==> src/rtl/demux1_2_pkg.sv <==
// Shared types for the 1-to-2 stream demultiplexer.
package Pkg_Global;

  typedef enum logic {SLOT_EMPTY, SLOT_FULL} slot_state_e;

endpackage

==> src/rtl/demux1_2_out_slot.sv <==
// One-entry output register with valid/ready drain and a wrapping delivery counter.
// Latency 1 cycle load-to-valid; load is legal while FULL only in a draining cycle.
// No backpressure of its own: the parent gates load through in_ready.
module out_slot
  import Pkg_Global::*;
#(
  parameter int N  = 4,
  parameter int CW = 8
) (
  input  logic          clk,
  input  logic          rst,
  input  logic          load,
  input  logic [N-1:0]  in_data,
  output logic [N-1:0]  out_data,
  output logic          out_valid,
  input  logic          out_ready,
  output logic [CW-1:0] cnt,
  output logic          full
);

  slot_state_e state, state_nxt;
  logic        drn;

  assign full      = (state == SLOT_FULL);
  assign out_valid = full;
  assign drn       = out_valid & out_ready;

  always_ff @(posedge clk or negedge rst) begin
    if (!rst) state <= SLOT_EMPTY;
    else      state <= state_nxt;
  end

  // A drain and a load in the same cycle keep the slot FULL (pass-through).
  always_comb begin
    state_nxt = state;
    case (state)
      SLOT_EMPTY: if (load)        state_nxt = SLOT_FULL;
      SLOT_FULL:  if (drn && !load) state_nxt = SLOT_EMPTY;
    endcase
  end

  always_ff @(posedge clk or negedge rst) begin
    if (!rst)      out_data <= '0;
    else if (load) out_data <= in_data;
  end

  always_ff @(posedge clk or negedge rst) begin
    if (!rst)     cnt <= '0;
    else if (drn) cnt <= cnt + CW'(1);
  end

endmodule

==> src/rtl/demux1_2.sv <==
// Registered 1-to-2 stream demux: steers each accepted word to slot A or B by selector.
// Latency 1 cycle from acceptance to out_x_valid; 1 word/cycle sustained.
// in_ready drops only when the selected slot is FULL and its consumer is not ready.
module demux1_2
  import Pkg_Global::*;
#(
  parameter int N  = 4,
  parameter int CW = 8
) (
  input  logic          clk,
  input  logic          rst,
  input  logic [N-1:0]  in_data,
  input  logic          in_valid,
  output logic          in_ready,
  input  logic          selector,
  output logic [N-1:0]  out_a,
  output logic          out_a_valid,
  input  logic          out_a_ready,
  output logic [N-1:0]  out_b,
  output logic          out_b_valid,
  input  logic          out_b_ready,
  output logic [CW-1:0] cnt_a,
  output logic [CW-1:0] cnt_b
);

  logic a_full, b_full;
  logic acc, load_a, load_b;

  // Deliberately independent of in_valid so the producer sees a stable ready.
  assign in_ready = selector ? (!b_full | out_b_ready) : (!a_full | out_a_ready);
  assign acc      = in_valid & in_ready;
  assign load_a   = acc & !selector;
  assign load_b   = acc &  selector;

  out_slot #(.N(N), .CW(CW)) u_slot_a (
    .clk       (clk),
    .rst       (rst),
    .load      (load_a),
    .in_data   (in_data),
    .out_data  (out_a),
    .out_valid (out_a_valid),
    .out_ready (out_a_ready),
    .cnt       (cnt_a),
    .full      (a_full)
  );

  out_slot #(.N(N), .CW(CW)) u_slot_b (
    .clk       (clk),
    .rst       (rst),
    .load      (load_b),
    .in_data   (in_data),
    .out_data  (out_b),
    .out_valid (out_b_valid),
    .out_ready (out_b_ready),
    .cnt       (cnt_b),
    .full      (b_full)
  );

endmodule

==> config.mk <==
export PLATFORM = sky130hd
export DESIGN_NAME = demux1_2
export DESIGN_NICKNAME = d
export VERILOG_FILES = /design/src/rtl/demux1_2_pkg.sv /design/src/rtl/demux1_2_out_slot.sv /design/src/rtl/demux1_2.sv
export SDC_FILE = /design/constraint.sdc
export NUM_CORES = 1
export LEC_CHECK = 0
export BUFFER_PORTS_ARGS = -buffer_cell sky130_fd_sc_hd__buf_2
export CORE_ASPECT_RATIO = 0.75
export CORE_MARGIN = 2
export CORE_UTILIZATION = 43
export DETAILED_ROUTE_END_ITERATION = 8
export PLACE_DENSITY_LB_ADDON = 0.25
export SLEW_MARGIN = 20
export SYNTH_ARGS = -nofsm -noshare
export SYNTH_HDL_FRONTEND = slang
export SYNTH_SLANG_ARGS = --single-unit
==> constraint.sdc <==
create_clock -name clk -period 1.1 [get_ports clk]
set_clock_uncertainty 0.1 [all_clocks]
set_input_delay 0.22 -clock clk [delete_from_list [all_inputs] [get_ports clk]]
set_output_delay 0.22 -clock clk [all_outputs]
set_load 0.005 [all_outputs]
==> results of run 1 <==
-- repair_timing --
item | 4_1_cts | 5_1_grt
buffers inserted | 24 | 14
gates resized for setup | 37 | 20
hold buffers | 1 | 0
cloned | 0 | 0
endpoints found under the hold margin | 26 | 0
setup endpoints to repair | 46 | 51
pin swaps | 14 | 11
-- cell type report --
| cell class | instances | share of cell area |
|---|---|---|
| well taps | 34 | 0.0210 |
| clock buffers | 3 | 0.0111 |
| inverters | 2 | 0.00370 |
| repair buffers | 88 | 0.335 |
| flip-flops and latches | 26 | 0.322 |
| multi-input cells | 58 | 0.308 |
-- cells by family (layout without fill, tap and decap cells) --
family	count (synthesis)	after routing
multiplexers	11	11
buffers and inverters	2	93
XOR/XNOR	14	14
adder cells (fa/ha/maj)	2	2
AND/OR/NAND/NOR	31	31
flip-flops	26	26
-- registers in the layout, summed over array words and instances (netlist names) --
name / flops
u_slot_a.out_data: 4
u_slot_a.cnt: 8
u_slot_b.full: 1
u_slot_b.out_data: 4
u_slot_b.cnt: 8
u_slot_a.full: 1
-- through the flow --
step | area (um^2) | utilization
after floorplan | 1100 | -
after global placement | 1450 | 0.613
after detailed placement | 1450 | 0.613
after CTS | 1840 | 0.779
after global routing | 2030 | 0.858
final | 2030 | 0.858
-- where the power goes --
part           switching (mW)  leakage, nW  internal (mW)
clock                   0.284       0.0138          0.129
combinational           0.958        0.688           1.58
sequential              0.259        0.315           1.21
-- worst max-delay path by stage --
| stage | cells after the start | endpoint | slack, ns |
|---|---|---|---|
| final | 3 | in_ready | -0.41 |
| after floorplan | 3 | u_slot_b.out_data[0] | -0.17 |
| after global placement | 4 | u_slot_a.out_data[3] | -0.17 |
| after CTS | 3 | in_ready | -0.39 |
| after detailed placement | 4 | u_slot_a.out_data[0] | -0.23 |
| after global routing | 3 | in_ready | -0.46 |
-- metal layers --
layer | vias to the layer above | routed length [um]
met5 | - | 0
met4 | 0 | 93
met3 | 12 | 165
met2 | 40 | 1900
met1 | 520 | 1350
li1 | 476 | -
-- cells in the final DEF (no fill, tap or decap) --
cell type,synthesis,layout
sky130_fd_sc_hd__and2_4,0,1
sky130_fd_sc_hd__and3_1,1,1
sky130_fd_sc_hd__buf_12,0,1
sky130_fd_sc_hd__buf_2,0,30
sky130_fd_sc_hd__buf_4,0,35
sky130_fd_sc_hd__buf_6,0,21
sky130_fd_sc_hd__clkbuf_4,0,3
sky130_fd_sc_hd__dfrtp_1,26,24
sky130_fd_sc_hd__dfrtp_2,0,2
sky130_fd_sc_hd__dlygate4sd3_1,0,1
sky130_fd_sc_hd__ha_4,0,2
sky130_fd_sc_hd__inv_1,2,2
sky130_fd_sc_hd__mux2_2,11,5
sky130_fd_sc_hd__mux2_4,0,6
sky130_fd_sc_hd__nand2_1,9,6
sky130_fd_sc_hd__nand2_2,0,1
sky130_fd_sc_hd__nand2_8,0,2
sky130_fd_sc_hd__nand2b_1,2,2
sky130_fd_sc_hd__nand3_2,1,1
sky130_fd_sc_hd__nand3_4,0,3
sky130_fd_sc_hd__nand3b_1,1,1
sky130_fd_sc_hd__nand4_1,4,4
sky130_fd_sc_hd__nor2_2,0,2
sky130_fd_sc_hd__nor2_4,0,2
sky130_fd_sc_hd__nor2b_4,1,1
sky130_fd_sc_hd__nor3_2,0,2
sky130_fd_sc_hd__nor3_4,0,1
sky130_fd_sc_hd__nor4_4,0,1
sky130_fd_sc_hd__xnor2_1,8,7
sky130_fd_sc_hd__xnor2_2,0,1
sky130_fd_sc_hd__xor2_1,6,6
-- worst register-to-register path, cell delays in order (launching register included) --
cell,delay [ns]
sky130_fd_sc_hd__dfrtp_1,0.37
sky130_fd_sc_hd__nand2b_1,0.09
sky130_fd_sc_hd__buf_4,0.15
sky130_fd_sc_hd__nand3b_1,0.21
sky130_fd_sc_hd__mux2_2,0.38
==> impl_summary.log, run 1 <==
INFO  metric area_growth = 84.1%
INFO  metric layout_min_cycle_time = 1.51 ns
INFO  metric share_of_synthesized_cell_area_in_and_or_nand_and_nor_gates = 0.157
INFO  metric routabilityCongestion = 0.807
INFO  metric place.detailed.hpwl = 1.74 mm
INFO  metric r2r_start = u_slot_a.full
INFO  metric max_slew.worst_pin.slew = 0.298 ns
INFO  metric status = complete, but fails checks
INFO  metric post-layout-total-power = 4.43 mW
INFO  metric drt_iter0_drc = 51
INFO  metric post-route-period-util = 1.37
INFO  metric multiInputGateArea = 624 um^2
INFO  metric syn-cell-area = 0.00110 mm^2
INFO  metric synth.top_cells.by_area = sky130_fd_sc_hd__dfrtp_1 (59%), sky130_fd_sc_hd__mux2_2 (11%), sky130_fd_sc_hd__xnor2_1 (6.4%)
INFO  metric synthMostInstantiatedCell = sky130_fd_sc_hd__dfrtp_1
INFO  metric grt_use_total = 0.226
INFO  metric regToRegSetupSlack = -0.29 ns
INFO  metric peakVddDrop = 0.00129 V
INFO  metric groute.layer.met1.usage = 0.253
INFO  metric final_layout_size_suffix_gt1_frac = 0.695
INFO  metric fraction_of_post_synthesis_cell_area_in_the_top_cell_type_by_area = 0.590
INFO  metric worstReg2RegEnd = u_slot_a.out_data[0]
INFO  metric grt_pass1_wl = 5.00 mm
INFO  metric unrepaired_setup_endpoints_after_global_routing = true
INFO  metric ys_top_cells_by_count = sky130_fd_sc_hd__dfrtp_1 (26), sky130_fd_sc_hd__mux2_2 (11), sky130_fd_sc_hd__nand2_1 (9), sky130_fd_sc_hd__xnor2_1 (8), sky130_fd_sc_hd__xor2_1 (6)
INFO  metric grt_overflow = 0
INFO  metric fillers = 116
INFO  metric synthDistinctLibCells = 18
INFO  metric drt-pass1-iter-count = 4
INFO  metric vias = 1048
INFO  metric crit_start = u_slot_b.full
INFO  metric hold_depth = 2
INFO  metric worstHoldPathType = in -> reg
INFO  metric cts.root.buffer_cell = sky130_fd_sc_hd__clkbuf_4
INFO  metric critical_path.max_fanout = 2
INFO  metric crit_path_max_incr_delay = 0.38 ns
INFO  metric clock_tree_from_tritoncts = yes
INFO  metric pre_cts_slack = -0.227 ns
INFO  metric grtUsageMet3 = 0.0541
INFO  metric cp_data_required_time = 0.78 ns
INFO  metric grt_pass1_vias = 1049
INFO  metric global_route.peak_usage_layer = met2
INFO  metric setup_slack_after_layout = -0.412 ns
INFO  metric worstPathCellList = nand2b_1 -> mux2_2 -> buf_2
INFO  metric fp.dieArea = 0.00299 mm^2
INFO  metric drt-total-wl = 3.51 mm
INFO  metric failing_checks = setup timing
INFO  metric cts-buffers-inserted = 3
INFO  metric ios = 37
INFO  metric cpLargestDelayFamily = flip-flops
INFO  metric leakagePower = 1.02 nW
INFO  metric synth_seq_area_share = 0.590
INFO  metric cts_htree_levels = 1
INFO  metric n_antenna_cell = 0
INFO  metric fin_setup_tns = -7.56 ns
INFO  metric synthFlopType = sky130_fd_sc_hd__dfrtp_1
INFO  metric r2r.worst_path.cells = 4
INFO  metric rows = 15
INFO  metric chipWidth = 62.5 um
INFO  metric cpMaxStageDelayCell = sky130_fd_sc_hd__dfrtp_1
INFO  metric hold_fails_final_rpt = 0
INFO  metric post-synth-top-area-cell = sky130_fd_sc_hd__dfrtp_1
INFO  metric grt_util_met2 = 0.458
INFO  metric synth_fa_ha_area_frac = 0.0227
INFO  metric cts_max_path_buffers = 2
INFO  metric postSynthCellCount = 86
INFO  metric setup.worst_path.end_class = output pin
INFO  metric synth-edff-count = 0
INFO  metric max_freq = 661 MHz
INFO  metric min_delay_worst_endpoint = u_slot_b.out_data[2]
INFO  metric worstPathBufferInverterCount = 1
INFO  metric finalSetupViolations = 48
INFO  metric core_box_area = 0.00236 mm^2
INFO  metric power.density_cell_area = 2180 mW/mm^2
INFO  metric dp_cell_count = 171
INFO  metric post-route-drc-count = 0
INFO  metric setup.worst_path.start_class = register
INFO  metric synth_area_per_cell = 12.8 um^2
INFO  metric maxCapViolations = 0
INFO  metric timing.setup.critical_path_class = reg -> out
INFO  metric synth_mux_area_frac = 0.112
INFO  metric max-slew-margin-rel = 0.801
INFO  metric holdWs = 0.0279 ns
INFO  metric register_bit_total_from_synthesis = 26
INFO  metric synth_compound_gate_area_share = 0
INFO  metric post_drt_wl_per_cell = 16.6 um
INFO  metric finish.net_count = 191
INFO  metric clkSinkCount = 26
INFO  metric min_from = in_data[2]
INFO  metric floorplan.initialDensity = 0.466
INFO  metric synth.net_count = 98
INFO  metric timing.critical_path.arrival = 1.19 ns
INFO  metric final_max_slew_viol_count = 0
INFO  metric seq_area = 653 um^2
INFO  metric synth-warning-count = 0
INFO  metric clock_latency = 0.33 ns
INFO  metric port-buffer-count = 36
INFO  metric antenna_violating_nets_post_route = 0
INFO  metric final-instance-count-excl-fill = 211
INFO  metric largest_family_of_logic_cells_by_synthesized_area = simple AND/OR/NAND/NOR gates
INFO  metric grt_antenna_before_repair = 0
INFO  metric yosys.area_share.xor_xnor = 0.111
INFO  metric maximum_number_of_pins_on_one_net_before_global_route_repair = 16
INFO  metric chipHeight = 47.8 um
INFO  metric detail_route.vias_per_cell = 4.97
INFO  metric clk_pin_slew_worst_paths = 0.13 ns
INFO  metric async_flop_share = 1.00
Power figures use the tool's default switching activity.
==> run 2: changes to the inputs <==
- CORE_UTILIZATION: 43 -> 44
- SYNTH_HIERARCHICAL: default -> 1
==> impl_summary.log, run 2 <==
INFO  metric grt_overflow = 0 (unchanged)
INFO  metric grt_pass1_wl = 5.56 mm (+11%)
INFO  metric worstPathCellList = buf_6 -> nor3b_1 -> a31oi_1 -> buf_2
INFO  metric hold_fails_final_rpt = 0 (unchanged)
INFO  metric worstHoldPathType = in -> reg
INFO  metric final_layout_size_suffix_gt1_frac = 0.743 (+0.0483)
INFO  metric cpMaxStageDelayCell = sky130_fd_sc_hd__dfrtp_1
INFO  metric port-buffer-count = 36 (unchanged)
INFO  metric n_antenna_cell = 0 (unchanged)
INFO  metric unrepaired_setup_endpoints_after_global_routing = true
INFO  metric r2r_start = u_slot_a/full
INFO  metric finalSetupViolations = 52 (+8.3%)
INFO  metric antenna_violating_nets_post_route = 0 (unchanged)
INFO  metric synthFlopType = sky130_fd_sc_hd__dfrtp_1
INFO  metric synthMostInstantiatedCell = sky130_fd_sc_hd__dfrtp_1
INFO  metric timing.setup.critical_path_class = reg -> out
INFO  metric detail_route.vias_per_cell = 5.05 (+1.6%)
INFO  metric cpLargestDelayFamily = flip-flops
INFO  metric cts-buffers-inserted = 3 (unchanged)
INFO  metric floorplan.initialDensity = 0.479 (+0.0126)
INFO  metric post-synth-top-area-cell = sky130_fd_sc_hd__dfrtp_1
INFO  metric routabilityCongestion = 0.749 (-7.2%)
INFO  metric drt_iter0_drc = 47 (-7.8%)
INFO  metric post-route-drc-count = 0 (unchanged)
INFO  metric synth_seq_area_share = 0.570 (-0.0201)
INFO  metric reg_top3 = u_slot_a/cnt (8), u_slot_b/cnt (8)
INFO  metric cts_max_path_buffers = 2 (unchanged)
INFO  metric final_max_slew_viol_count = 0 (unchanged)
INFO  metric syn-cell-area = 0.00114 mm^2 (+3.5%)
INFO  metric cts.root.buffer_cell = sky130_fd_sc_hd__clkbuf_4
INFO  metric clk_pin_slew_worst_paths = 0.15 ns (+0.02 ns)
INFO  metric area_growth = 89.5%
INFO  metric worstReg2RegEnd = u_slot_a/cnt[7]
INFO  metric crit_start = u_slot_a/full
INFO  metric core_box_area = 0.00238 mm^2 (+0.79%)
INFO  metric max_freq = 604 MHz (-8.6%)
INFO  metric synth-edff-count = 0 (unchanged)
INFO  metric chipWidth = 62.8 um (+0.54%)
INFO  metric dpl_cell_area = 0.00154 mm^2 (+6.4%)
INFO  metric grt_pass1_vias = 1116 (+6.4%)
INFO  metric fraction_of_post_synthesis_cell_area_in_the_top_cell_type_by_area = 0.570 (-0.0201)
INFO  metric post-route-period-util = 1.50 (+0.129)
INFO  metric synth.top_cells.by_area = sky130_fd_sc_hd__dfrtp_1 (57%), sky130_fd_sc_hd__mux2_2 (9.9%), sky130_fd_sc_hd__xnor2_1 (7.7%)
INFO  metric setup_slack_after_layout = -0.555 ns (-0.142 ns)
INFO  metric clock_tree_from_tritoncts = yes
INFO  metric crit_path_max_incr_delay = 0.43 ns (+0.05 ns)
INFO  metric cp_data_required_time = 0.78 ns (about the same)
INFO  metric leakagePower = 1.20 nW (+18%)
INFO  metric grt_use_total = 0.254 (+0.0283)
INFO  metric final-instance-count-excl-fill = 217 (+2.8%)
INFO  metric final_cell_area = 0.00216 mm^2 (+6.5%)
INFO  metric setup.worst_path.end_class = output pin
INFO  metric fp.dieArea = 0.00302 mm^2 (+1.1%)
INFO  metric ios = 37 (unchanged)
INFO  metric rows = 15 (unchanged)
INFO  metric vias = 1095 (+4.5%)
INFO  metric register_bit_total_from_synthesis = 26 (unchanged)
INFO  metric synth_area_per_cell = 13.1 um^2 (+2.3%)
INFO  metric place.detailed.hpwl = 1.82 mm (+5.0%)
INFO  metric synthDistinctLibCells = 20 (+2)
INFO  metric failing_checks = setup timing
INFO  metric regToRegSetupSlack = -0.48 ns (-0.19 ns)
INFO  metric clkSinkCount = 26 (unchanged)
INFO  metric fillers = 96 (-17%)
INFO  metric worstPathBufferInverterCount = 2 (+1)
INFO  metric timing.critical_path.arrival = 1.33 ns (+0.14 ns)
INFO  metric ys_top_cells_by_count = sky130_fd_sc_hd__dfrtp_1 (26), sky130_fd_sc_hd__nand2_1 (11), sky130_fd_sc_hd__mux2_2 (10), sky130_fd_sc_hd__xnor2_1 (10), sky130_fd_sc_hd__xor2_1 (4)
INFO  metric layout_common_cells = sky130_fd_sc_hd__buf_4 (40), sky130_fd_sc_hd__buf_2 (29), sky130_fd_sc_hd__dfrtp_1 (25)
INFO  metric maximum_number_of_pins_on_one_net_before_global_route_repair = 16 (unchanged)
INFO  metric drt-pass1-iter-count = 4 (unchanged)
INFO  metric finish.net_count = 196 (+2.6%)
INFO  metric pre_cts_slack = -0.308 ns (-0.0809 ns)
INFO  metric maxCapViolations = 0 (unchanged)
INFO  metric drt-total-wl = 4.21 mm (+20%)
INFO  metric clock_latency = 0.33 ns (about the same)
INFO  metric synth-warning-count = 6 (+6)
INFO  metric r2r.worst_path.cells = 7 (+3)
INFO  metric dp_cell_count = 171 (unchanged)
INFO  metric postSynthCellCount = 87 (+1.2%)
INFO  metric layout_min_cycle_time = 1.65 ns (+0.142 ns)
INFO  metric mostFrequentLayoutCell = sky130_fd_sc_hd__buf_4
INFO  metric synth.net_count = 99 (+1.0%)
INFO  metric post_drt_wl_per_cell = 19.4 um (+17%)
INFO  metric cts_htree_levels = 1 (unchanged)
INFO  metric grt_antenna_before_repair = 0 (unchanged)
INFO  metric max-slew-margin-rel = 0.774 (-0.0269)
INFO  metric status = complete, but fails checks
INFO  metric critical_path.max_fanout = 2 (unchanged)
INFO  metric setup.worst_path.start_class = register
INFO  metric fin_setup_tns = -11.04 ns (-3.48 ns)
INFO  metric max_slew.worst_pin.slew = 0.339 ns (+0.0404 ns)
INFO  metric critical_path_cell_count = 4 (+1)
INFO  metric post-layout-total-power = 4.24 mW (-4.2%)
INFO  metric critPathCapture = in_ready
INFO  metric peakVddDrop = 0.00172 V (+33%)
INFO  metric chipHeight = 48.1 um (+0.53%)
INFO  metric async_flop_share = 1.00 (unchanged)
INFO  metric power.density_cell_area = 1960 mW/mm^2 (-10%)
[run 2: report_power, final]
| group | switching (mW) | leakage [nW] | internal, mW |
|---|---|---|---|
| Combinational | 0.836 | 0.846 | 1.38 |
| Clock | 0.296 | 0.0279 | 0.369 |
| Sequential | 0.177 | 0.325 | 1.19 |
| Total | 1.31 | 1.20 | 2.93 |
[run 2: final cells by class]
| cell class | count | area [um^2] | share of cell area |
|---|---|---|---|
| repair buffers | 94 | 734 | 0.340 |
| inverters | 3 | 11.3 | 0.00521 |
| well taps | 34 | 42.5 | 0.0197 |
| clock buffers | 3 | 22.5 | 0.0104 |
| multi-input cells | 56 | 669 | 0.310 |
| clock inverters | 1 | 30.0 | 0.0139 |
| flip-flops and latches | 26 | 652 | 0.302 |
[run 2: repair_timing]
item | 4_1_cts | 5_1_grt
cloned | 0 | 0
hold buffers | 1 | 0
hold endpoints to repair | 26 | 0
buffers inserted | 33 | 11
setup endpoints to repair | 48 | 52
resized for setup | 36 | 15
pin swaps | 13 | 4
[run 2: cell families (layout without fill, tap and decap cells)]
group           Yosys count  in the layout  synth area share
buf+inv                   5            101            0.0230
mux                      10             10            0.0987
xor+xnor                 14             14             0.107
compound gates            4              4            0.0252
fa+ha+maj                 2              2            0.0219
simple gates             26             26             0.154
flops                    26             26             0.570
[run 2: worst min-delay path by stage]
stage                     from                   end  cells after the start
floorplan                  rst       u_slot_a/cnt[0]                      0
global placement           rst       u_slot_b/cnt[7]                      1
detailed placement         rst       u_slot_b/cnt[7]                      1
CTS                 in_data[3]  u_slot_b/out_data[3]                      2
global route        in_data[3]  u_slot_a/out_data[3]                      2
finish              in_data[0]  u_slot_b/out_data[0]                      2
[run 2: routing by layer]
metal / wire [um] / global-route usage / vias up
li1: - / - / 488
met1: 1760 / 0.287 / 541
met2: 2130 / 0.499 / 52
met3: 225 / 0.0577 / 14
met4: 95 / 0.0978 / 0
met5: 0 / 0 / -
[run 2: through the flow]
stage,hold slack (ns),util
2_1_floorplan,-0.176,-
3_3_place_gp,0.0297,0.647
3_5_place_dp,0.0328,0.647
4_1_cts,0.0247,0.850
5_1_grt,0.0127,0.907
6_report,0.0293,0.907
